--- src/rtl/bram_copy_engine.sv ---
// BRAM-to-BRAM block copy / constant fill engine, one word per clock.
// The write stage trails the read stage by one cycle to absorb BRAM read latency.
`timescale 1ns/1ps
module bram_copy_engine #(
    parameter int ADDR_WIDTH = 15,
    parameter int DATA_WIDTH = 32,
    parameter int LEN_WIDTH  = 13
) (
    input  logic                    BRAM_CLK,
    input  logic                    BRAM_RST,
    input  logic                    start,
    input  logic                    mode,
    input  logic [ADDR_WIDTH-1:0]   src_base,
    input  logic [ADDR_WIDTH-1:0]   dst_base,
    input  logic [LEN_WIDTH-1:0]    len,
    input  logic [DATA_WIDTH-1:0]   fill_value,
    input  logic                    abort,
    output logic                    busy,
    output logic                    done,
    output logic [LEN_WIDTH-1:0]    words_done,
    output logic [ADDR_WIDTH-1:0]   SRC_ADDR,
    output logic                    SRC_EN,
    output logic [DATA_WIDTH/8-1:0] SRC_WE,
    input  logic [DATA_WIDTH-1:0]   SRC_RDDATA,
    output logic [ADDR_WIDTH-1:0]   DST_ADDR,
    output logic                    DST_EN,
    output logic [DATA_WIDTH/8-1:0] DST_WE,
    output logic [DATA_WIDTH-1:0]   DST_WRDATA
);

    // state | meaning
    // IDLE  | waiting for start; words_done holds last count
    // RUN   | one read per cycle, write of previous read in flight
    // DRAIN | final write, no read
    // DONE  | done pulse, back to IDLE
    typedef enum logic [1:0] {S_IDLE, S_RUN, S_DRAIN, S_DONE} state_t;

    localparam int BE_W = DATA_WIDTH / 8;
    localparam logic [ADDR_WIDTH-1:0] STEP = ADDR_WIDTH'(BE_W);

    state_t                 state_q, state_d;
    logic                   mode_q, mode_d;
    logic [ADDR_WIDTH-1:0]  src_base_q, src_base_d;
    logic [ADDR_WIDTH-1:0]  dst_base_q, dst_base_d;
    logic [LEN_WIDTH-1:0]   len_q, len_d;
    logic [DATA_WIDTH-1:0]  fill_q, fill_d;
    logic [LEN_WIDTH-1:0]   rd_cnt_q, rd_cnt_d;
    logic [ADDR_WIDTH-1:0]  src_addr_q, src_addr_d;
    logic                   rd_valid_q, rd_valid_d;
    logic                   src_en_q, src_en_d;
    logic [ADDR_WIDTH-1:0]  dst_addr_q, dst_addr_d;
    logic                   wr_valid_q, wr_valid_d;
    logic [LEN_WIDTH-1:0]   words_done_q, words_done_d;
    logic                   busy_q, busy_d;
    logic                   done_q, done_d;

    always_comb begin
        state_d      = state_q;
        mode_d       = mode_q;
        src_base_d   = src_base_q;
        dst_base_d   = dst_base_q;
        len_d        = len_q;
        fill_d       = fill_q;
        rd_cnt_d     = rd_cnt_q;
        src_addr_d   = src_addr_q;
        rd_valid_d   = 1'b0;
        src_en_d     = 1'b0;
        done_d       = 1'b0;
        wr_valid_d   = rd_valid_q;
        // Write address is the read address rebased from source to destination window.
        dst_addr_d   = rd_valid_q ? dst_base_q + (src_addr_q - src_base_q) : dst_addr_q;
        words_done_d = wr_valid_q ? words_done_q + LEN_WIDTH'(1) : words_done_q;

        case (state_q)
            S_IDLE: begin
                if (start) begin
                    mode_d       = mode;
                    src_base_d   = src_base;
                    dst_base_d   = dst_base;
                    len_d        = len;
                    fill_d       = fill_value;
                    words_done_d = '0;
                    rd_cnt_d     = '0;
                    if (len != '0) begin
                        state_d    = S_RUN;
                        rd_valid_d = 1'b1;
                        src_en_d   = ~mode;
                        src_addr_d = src_base;
                        rd_cnt_d   = LEN_WIDTH'(1);
                    end else begin
                        state_d = S_DONE;
                        done_d  = 1'b1;
                    end
                end
            end
            S_RUN: begin
                if (abort) begin
                    state_d = S_DONE;
                    done_d  = 1'b1;
                end else if (rd_cnt_q == len_q) begin
                    state_d = S_DRAIN;
                end else begin
                    rd_valid_d = 1'b1;
                    src_en_d   = ~mode_q;
                    src_addr_d = src_addr_q + STEP;
                    rd_cnt_d   = rd_cnt_q + LEN_WIDTH'(1);
                end
            end
            S_DRAIN: begin
                state_d = S_DONE;
                done_d  = 1'b1;
            end
            default: state_d = S_IDLE;
        endcase

        busy_d = rd_valid_d | wr_valid_d;
    end

    always_ff @(posedge BRAM_CLK or negedge BRAM_RST) begin
        if (!BRAM_RST) begin
            state_q      <= S_IDLE;
            mode_q       <= 1'b0;
            src_base_q   <= '0;
            dst_base_q   <= '0;
            len_q        <= '0;
            fill_q       <= '0;
            rd_cnt_q     <= '0;
            src_addr_q   <= '0;
            rd_valid_q   <= 1'b0;
            src_en_q     <= 1'b0;
            dst_addr_q   <= '0;
            wr_valid_q   <= 1'b0;
            words_done_q <= '0;
            busy_q       <= 1'b0;
            done_q       <= 1'b0;
        end else begin
            state_q      <= state_d;
            mode_q       <= mode_d;
            src_base_q   <= src_base_d;
            dst_base_q   <= dst_base_d;
            len_q        <= len_d;
            fill_q       <= fill_d;
            rd_cnt_q     <= rd_cnt_d;
            src_addr_q   <= src_addr_d;
            rd_valid_q   <= rd_valid_d;
            src_en_q     <= src_en_d;
            dst_addr_q   <= dst_addr_d;
            wr_valid_q   <= wr_valid_d;
            words_done_q <= words_done_d;
            busy_q       <= busy_d;
            done_q       <= done_d;
        end
    end

    assign busy       = busy_q;
    assign done       = done_q;
    assign words_done = words_done_q;
    assign SRC_ADDR   = src_addr_q;
    assign SRC_EN     = src_en_q;
    assign SRC_WE     = '0;
    assign DST_ADDR   = dst_addr_q;
    assign DST_EN     = wr_valid_q;
    assign DST_WE     = {BE_W{wr_valid_q}};
    assign DST_WRDATA = wr_valid_q ? (mode_q ? fill_q : SRC_RDDATA) : '0;

endmodule

--- config.mk ---
export PLATFORM = sky130hd
export DESIGN_NAME = bram_copy_engine
export DESIGN_NICKNAME = d
export VERILOG_FILES = /design/src/rtl/bram_copy_engine.sv
export SDC_FILE = /design/constraint.sdc
export NUM_CORES = 1
export LEC_CHECK = 0
export ABC_CLOCK_PERIOD_IN_PS = 3600
export CORE_MARGIN = 3
export CORE_UTILIZATION = 38
export CTS_CLUSTER_SIZE = 12
export DETAILED_ROUTE_END_ITERATION = 8
export PLACE_DENSITY_LB_ADDON = 0.15
export SYNTH_ARGS = -nofsm -noshare
export SYNTH_HDL_FRONTEND = slang
export SYNTH_SLANG_ARGS = --single-unit
--- constraint.sdc ---
create_clock -name BRAM_CLK -period 3.6 [get_ports BRAM_CLK]
set_clock_uncertainty 0.15 [all_clocks]
set_input_delay 0.36 -clock BRAM_CLK [delete_from_list [all_inputs] [get_ports BRAM_CLK]]
set_output_delay 0.36 -clock BRAM_CLK [all_outputs]
set_load 0.01 [all_outputs]
Yosys cells after proc, flatten, opt, wreduce, memory -nomap -nowiden
Cells that the tools add are included.
{"block": "classes", "n_addsub": 5, "n_eq_ne": 8, "n_mux": 34, "bitwise": 3, "reduce_logical": 7}
{"operator": "2-to-1 mux 13 bit", "n": 6}
{"operator": "2-to-1 mux 32 bit", "n": 2}
{"operator": "2-to-1 mux 15 bit", "n": 4}
{"operator": "case mux 15 bit (2 select lines)", "n": 1}
{"operator": "adder 13 x 1 -> 13 bit (second input constant)", "n": 2}
{"operator": "case mux 13 bit (2 select lines)", "n": 1}
{"operator": "adder 15 bit", "n": 1}
{"operator": "adder 15 x 3 -> 15 bit (second input constant)", "n": 1}
{"operator": "subtractor 15 bit", "n": 1}
{"operator": "== test 13 bit", "n": 1}
{"operator": "nonzero test 13 bit", "n": 1}
{"operator": "2-to-1 mux 1 bit", "n": 12}
{"operator": "2-to-1 mux 2 bit", "n": 4}
{"operator": "inequality test 2 bit (second input constant)", "n": 4}
{"operator": "case mux 2 bit (3 select lines)", "n": 1}
{"operator": "AND reduction 5 bit", "n": 1}
{"operator": "case mux 1 bit (2 select lines)", "n": 2}
{"operator": "AND reduction 2 bit", "n": 2}
{"operator": "AND reduction 4 bit", "n": 1}
{"operator": "inequality test 3 bit (second input constant)", "n": 1}
{"operator": "case mux 1 bit (3 select lines)", "n": 1}
{"operator": "== test 2 x 1 -> 1 bit (second input constant)", "n": 1}
{"operator": "== test 2 bit (second input constant)", "n": 1}
{"operator": "logical NOT 2 bit", "n": 1}
{"operator": "3 further kinds", "n": 4}
{"block": "totals", "register_bits": 139, "input_bits": 112, "out_inout_bits": 87, "wordCells": 72}

Logic depth before layout (Yosys ltp)
{"block": "depth", "depth_word": 5, "mapped_depth": 12, "depth_no_buf": 12}

Worst setup path after synthesis
Ideal clock, no wire load.
{"block": "synth_path", "path_type": "reg-to-reg", "from": "register src_addr_q[4] (netlist: SRC_ADDR[4])", "to": "register dst_addr_q[13] (netlist: DST_ADDR[13])", "setup_time_ns": 0.125, "t_arrival_ns": 2.639, "required_ns": 3.325, "path_slack_ns": 0.686, "stages_incl_launch_ff": 11, "n_path_buf": 0, "synth_period_minus_slack_ns": 2.914, "cell_sequence": "dfrtp_1 inv_1 fa_1 inv_1 ha_1 and4_1 a21boi_0 nand2_1 a311o_1 xor2_1 mux2_2"}
{"block": "synth_between", "elab_chain_len": 2}
{"item": "start, declared", "line_no": "48", "rtl": "logic [ADDR_WIDTH-1:0] src_addr_q, src_addr_d;"}
{"item": "start signal, assigned", "line_no": "144", "rtl": "src_addr_q <= src_addr_d;"}
{"item": "subtractor 15 bit", "line_no": "71", "rtl": "dst_addr_d = rd_valid_q ? dst_base_q + (src_addr_q - src_base_q) : dst_addr_q;"}
{"item": "adder 15 bit", "line_no": "71"}
{"item": "end signal, assigned", "line_no": "147", "rtl": "dst_addr_q <= dst_addr_d;"}
{"item": "end, declared", "line_no": "51", "rtl": "logic [ADDR_WIDTH-1:0] dst_addr_q, dst_addr_d;"}
No other way between the ends.
A chain may end at the register's enable or synchronous reset.

Worst setup path in the final report
Ends and elaborated chain as after synthesis.

==> impl_results.md <==
- Worst IR Drop VDD: 0.0004866 V
- Final WL: 20.61 mm
- Layout net count: 1,210
- Die X: 149.7 microns
- Setup TNS: 0 ns
- Setup crit end kind: flip-flop
- Initial Util: 39.53%
- Synthesized flop and latch total: around 140
- Syn Std Cell Area: around 8000 sq um
- Power after layout: 10.61 mW
- Post-synth ARST share: 100.0%
- Hold path start: fill_value[18]
- Post-synth EDFFs: 0
- Synth top area cells: dfrtp_1 44%, nand2_1 12%, mux2i_1 4.6%, fa_1 3.6%, ha_1 3.5%
- First-pass GRT wire length: 33.54 mm
- Pin count of the biggest net entering global routing: 95
- Root buffer cell: clkbuf_16
- CP Launch Type: flip-flop
- Reg-to-reg endpoint: DST_ADDR[13]
- Port-buffer cells: 194
- Hold Violations, Final: 0
- GRT Util Overall: between 10% and 20%
- Relative slew slack: 35.73%
- DRT iter0 DRCs: between 200 and 250
- Cells on worst reg2reg path: 10
- Leak: slightly below 5 nW
- Via/cell ratio: 4.870
- Die area: around 22,000 sq um
- Synth warn: 0
- Avg Inst Size Synth: 8.864 sq um
- Clock Latency Late Sink: 0.43 ns
- CTS Buf Count: 17
- Rows: slightly above 50
- Hold path cells: 3
- Core area: 19,850 sq um
- Worst R2R Setup Slack: 0.48 ns
- Power density over the cells: 998.4 nW/um^2
- CTS Buffer Depth: 2
- Slew at the pin closest to its max-slew limit: a little under 1 ns
- Share of cells above drive strength 1: ~5.5%
- Seq/Total Area, Yosys: between 40% and 50%
- Max-cap violations: 0
- DRT antenna net count: 0
- Area grow syn2layout: 35.52%
- Post-layout min period: 3.120 ns
- Synth Flop Type: dfrtp_1
- Gpl congestion: just over 0.8
- Synth cell types: 58
- Pins over their slew limit: 0
- CTS sink cnt: 139
- Overflow after GRT: 0
- Hold Crit Class: primary input to flip-flop
- Synth Instances: 885
- H-Tree Depth: 4
- Achievable Freq: 320.5 MHz
- DR pass1 iterations: 5
- Setup CP Type: flip-flop to flip-flop
- Top Ports: between 150 and 200
- Worst EP arrival: 3.27 ns
- Status: complete, no violations
- Vias: 6,526
- Share of the synthesized area in the top cell type: 44.34%
- DRC Markers: 0
- RSZ-0062 raised after global routing: false
- Worst R2R Start: SRC_ADDR[4]
- CTS tree: done
- WHS Endpoint: fill_q[18]
- Vias in the first global route: 6,478
- CP max FO: 6
- Largest area contributor in the netlist: dfrtp_1
- Final period utilization: between 80% and 90%
- Final setup viols: 0
- WP data required: roughly 3.8 ns
- HPWL Detailed: 15.03 mm
- Die height: 149.7 microns
- WL per Instance: 15.38 microns
- Clk pin slew, worst setup/hold paths: 0.06 ns
- Initial antenna violation count: 1
sequential cells by signal (all words and copies together) (netlist names), 2 cells and up:
signal      cells
fill_q         32
state_q         2
words_done     13
SRC_ADDR       15
dst_base_q     15
DST_ADDR       15
src_base_q     15
rd_cnt_q       13
len_q          13
repair_timing:
item                                    4_1_cts  5_1_grt
endpoints found under the setup margin        0        0
buffers inserted                              0        0
hold buffers                                  1        0
gates resized for setup                       0        0
endpoints found under the hold margin        93        0
layout by cell type, fill, tap and decap left out, drive strengths merged, types with 9 or more instances in the layout:
cell type	n
nand2	251
clkdlybuf4s50	193
dfrtp	139
inv	65
nor2b	38
mux2i	36
o21ai	34
nor2	31
ha	22
clkbuf	20
xor2	19
nand3	18
a21oi	16
xnor2	14
fa	14
o211ai	12
nor3	11
and3	10
nand4	10
mux2	9
buf	9
where the power goes:
group,total (mW),leakage [nW],switching (mW),internal (mW)
registers,2.84,1.74,0.604,2.23
logic,5.91,2.86,3.10,2.81
clock network,1.87,0.302,0.677,1.19
area by class of cell:
class	instances	area, sq um
Inverter	65	244.0
Tap cell	265	331.6
Sequential cell	139	3480
Clock buffer	20	456.7
Antenna cell	1	2.502
Multi-Input combinational cell	636	3924
Clock inverter	11	167.7
Timing Repair Buffer	203	2026
Fill cell	1871	9214
cells in the mapped netlist, types with 8 or more instances:
cell and count:
a211oi_1 8, a21oi_1 16, and3_1 10, buf_4 9, clkbuf_1 34, dfrtp_1 139
fa_1 14, ha_1 22, inv_1 64, mux2_2 9, mux2i_1 36, nand2_1 251
nand3_1 18, nand4_1 9, nor2_1 31, nor2b_1 38, nor3_1 11, o211ai_1 12
o21ai_0 32, o22ai_1 8, or3_1 8, xnor2_1 14, xor2_1 19
kinds of logic after synthesis:
family | after synthesis | synth area share, %
flip-flops | 139 | 44.34
other | 1 | 0.04780
multiplexers | 45 | 5.885
AO/OA/AOI/OAI | 119 | 10.38
AND/OR/NAND/NOR | 399 | 22.73
XOR/XNOR | 33 | 3.684
buffers and inverters | 113 | 5.853
adder cells (fa/ha/maj) | 36 | 7.081
stage by stage:
stage	utilization [%]	hold slack (ns)	instances	area, sq um	worst slack (ns)
CTS	53.56	0.2899	1339	10630	0.4988
global route	53.57	0.3004	1340	10630	0.2374
floorplan	-	-0.08559	888	7856	0.6858
detailed placement	50.36	0.3163	1307	9995	0.5526
finish	53.57	0.3061	1340	10630	0.4799
global placement	50.36	0.3114	1307	9995	0.5797
critical path, cell delays in order (launching register included):
cell,delay [ns]
dfrtp_1,0.44
inv_1,0.13
fa_1,0.54
inv_1,0.04
ha_1,0.36
and4_1,0.23
a21boi_0,0.25
nand2_1,0.12
a311o_1,0.34
xor2_1,0.14
mux2_2,0.26
per-layer routing:
metal  vias to the layer above  routed length, microns  GRT usage, %
met3                        19                    1267         5.270
met4                         0                     264         5.215
met2                       166                    9835         30.61
met1                      3058                    9247         24.83
li1                       3283                       -             -
met5                         -                       0             0
how the worst max path moves through the flow:
stage | startpoint | to | slack, ns | depth (start not counted)
after floorplan | SRC_ADDR[4] | DST_ADDR[13] | 0.69 | 10
after global placement | SRC_ADDR[2] | DST_ADDR[10] | 0.58 | 10
after detailed placement | SRC_ADDR[2] | DST_ADDR[10] | 0.55 | 10
after CTS | SRC_ADDR[4] | DST_ADDR[13] | 0.50 | 10
after global routing | SRC_ADDR[4] | DST_ADDR[13] | 0.24 | 10
final | SRC_ADDR[4] | DST_ADDR[13] | 0.48 | 10
(Power assumes the default switching activity.)
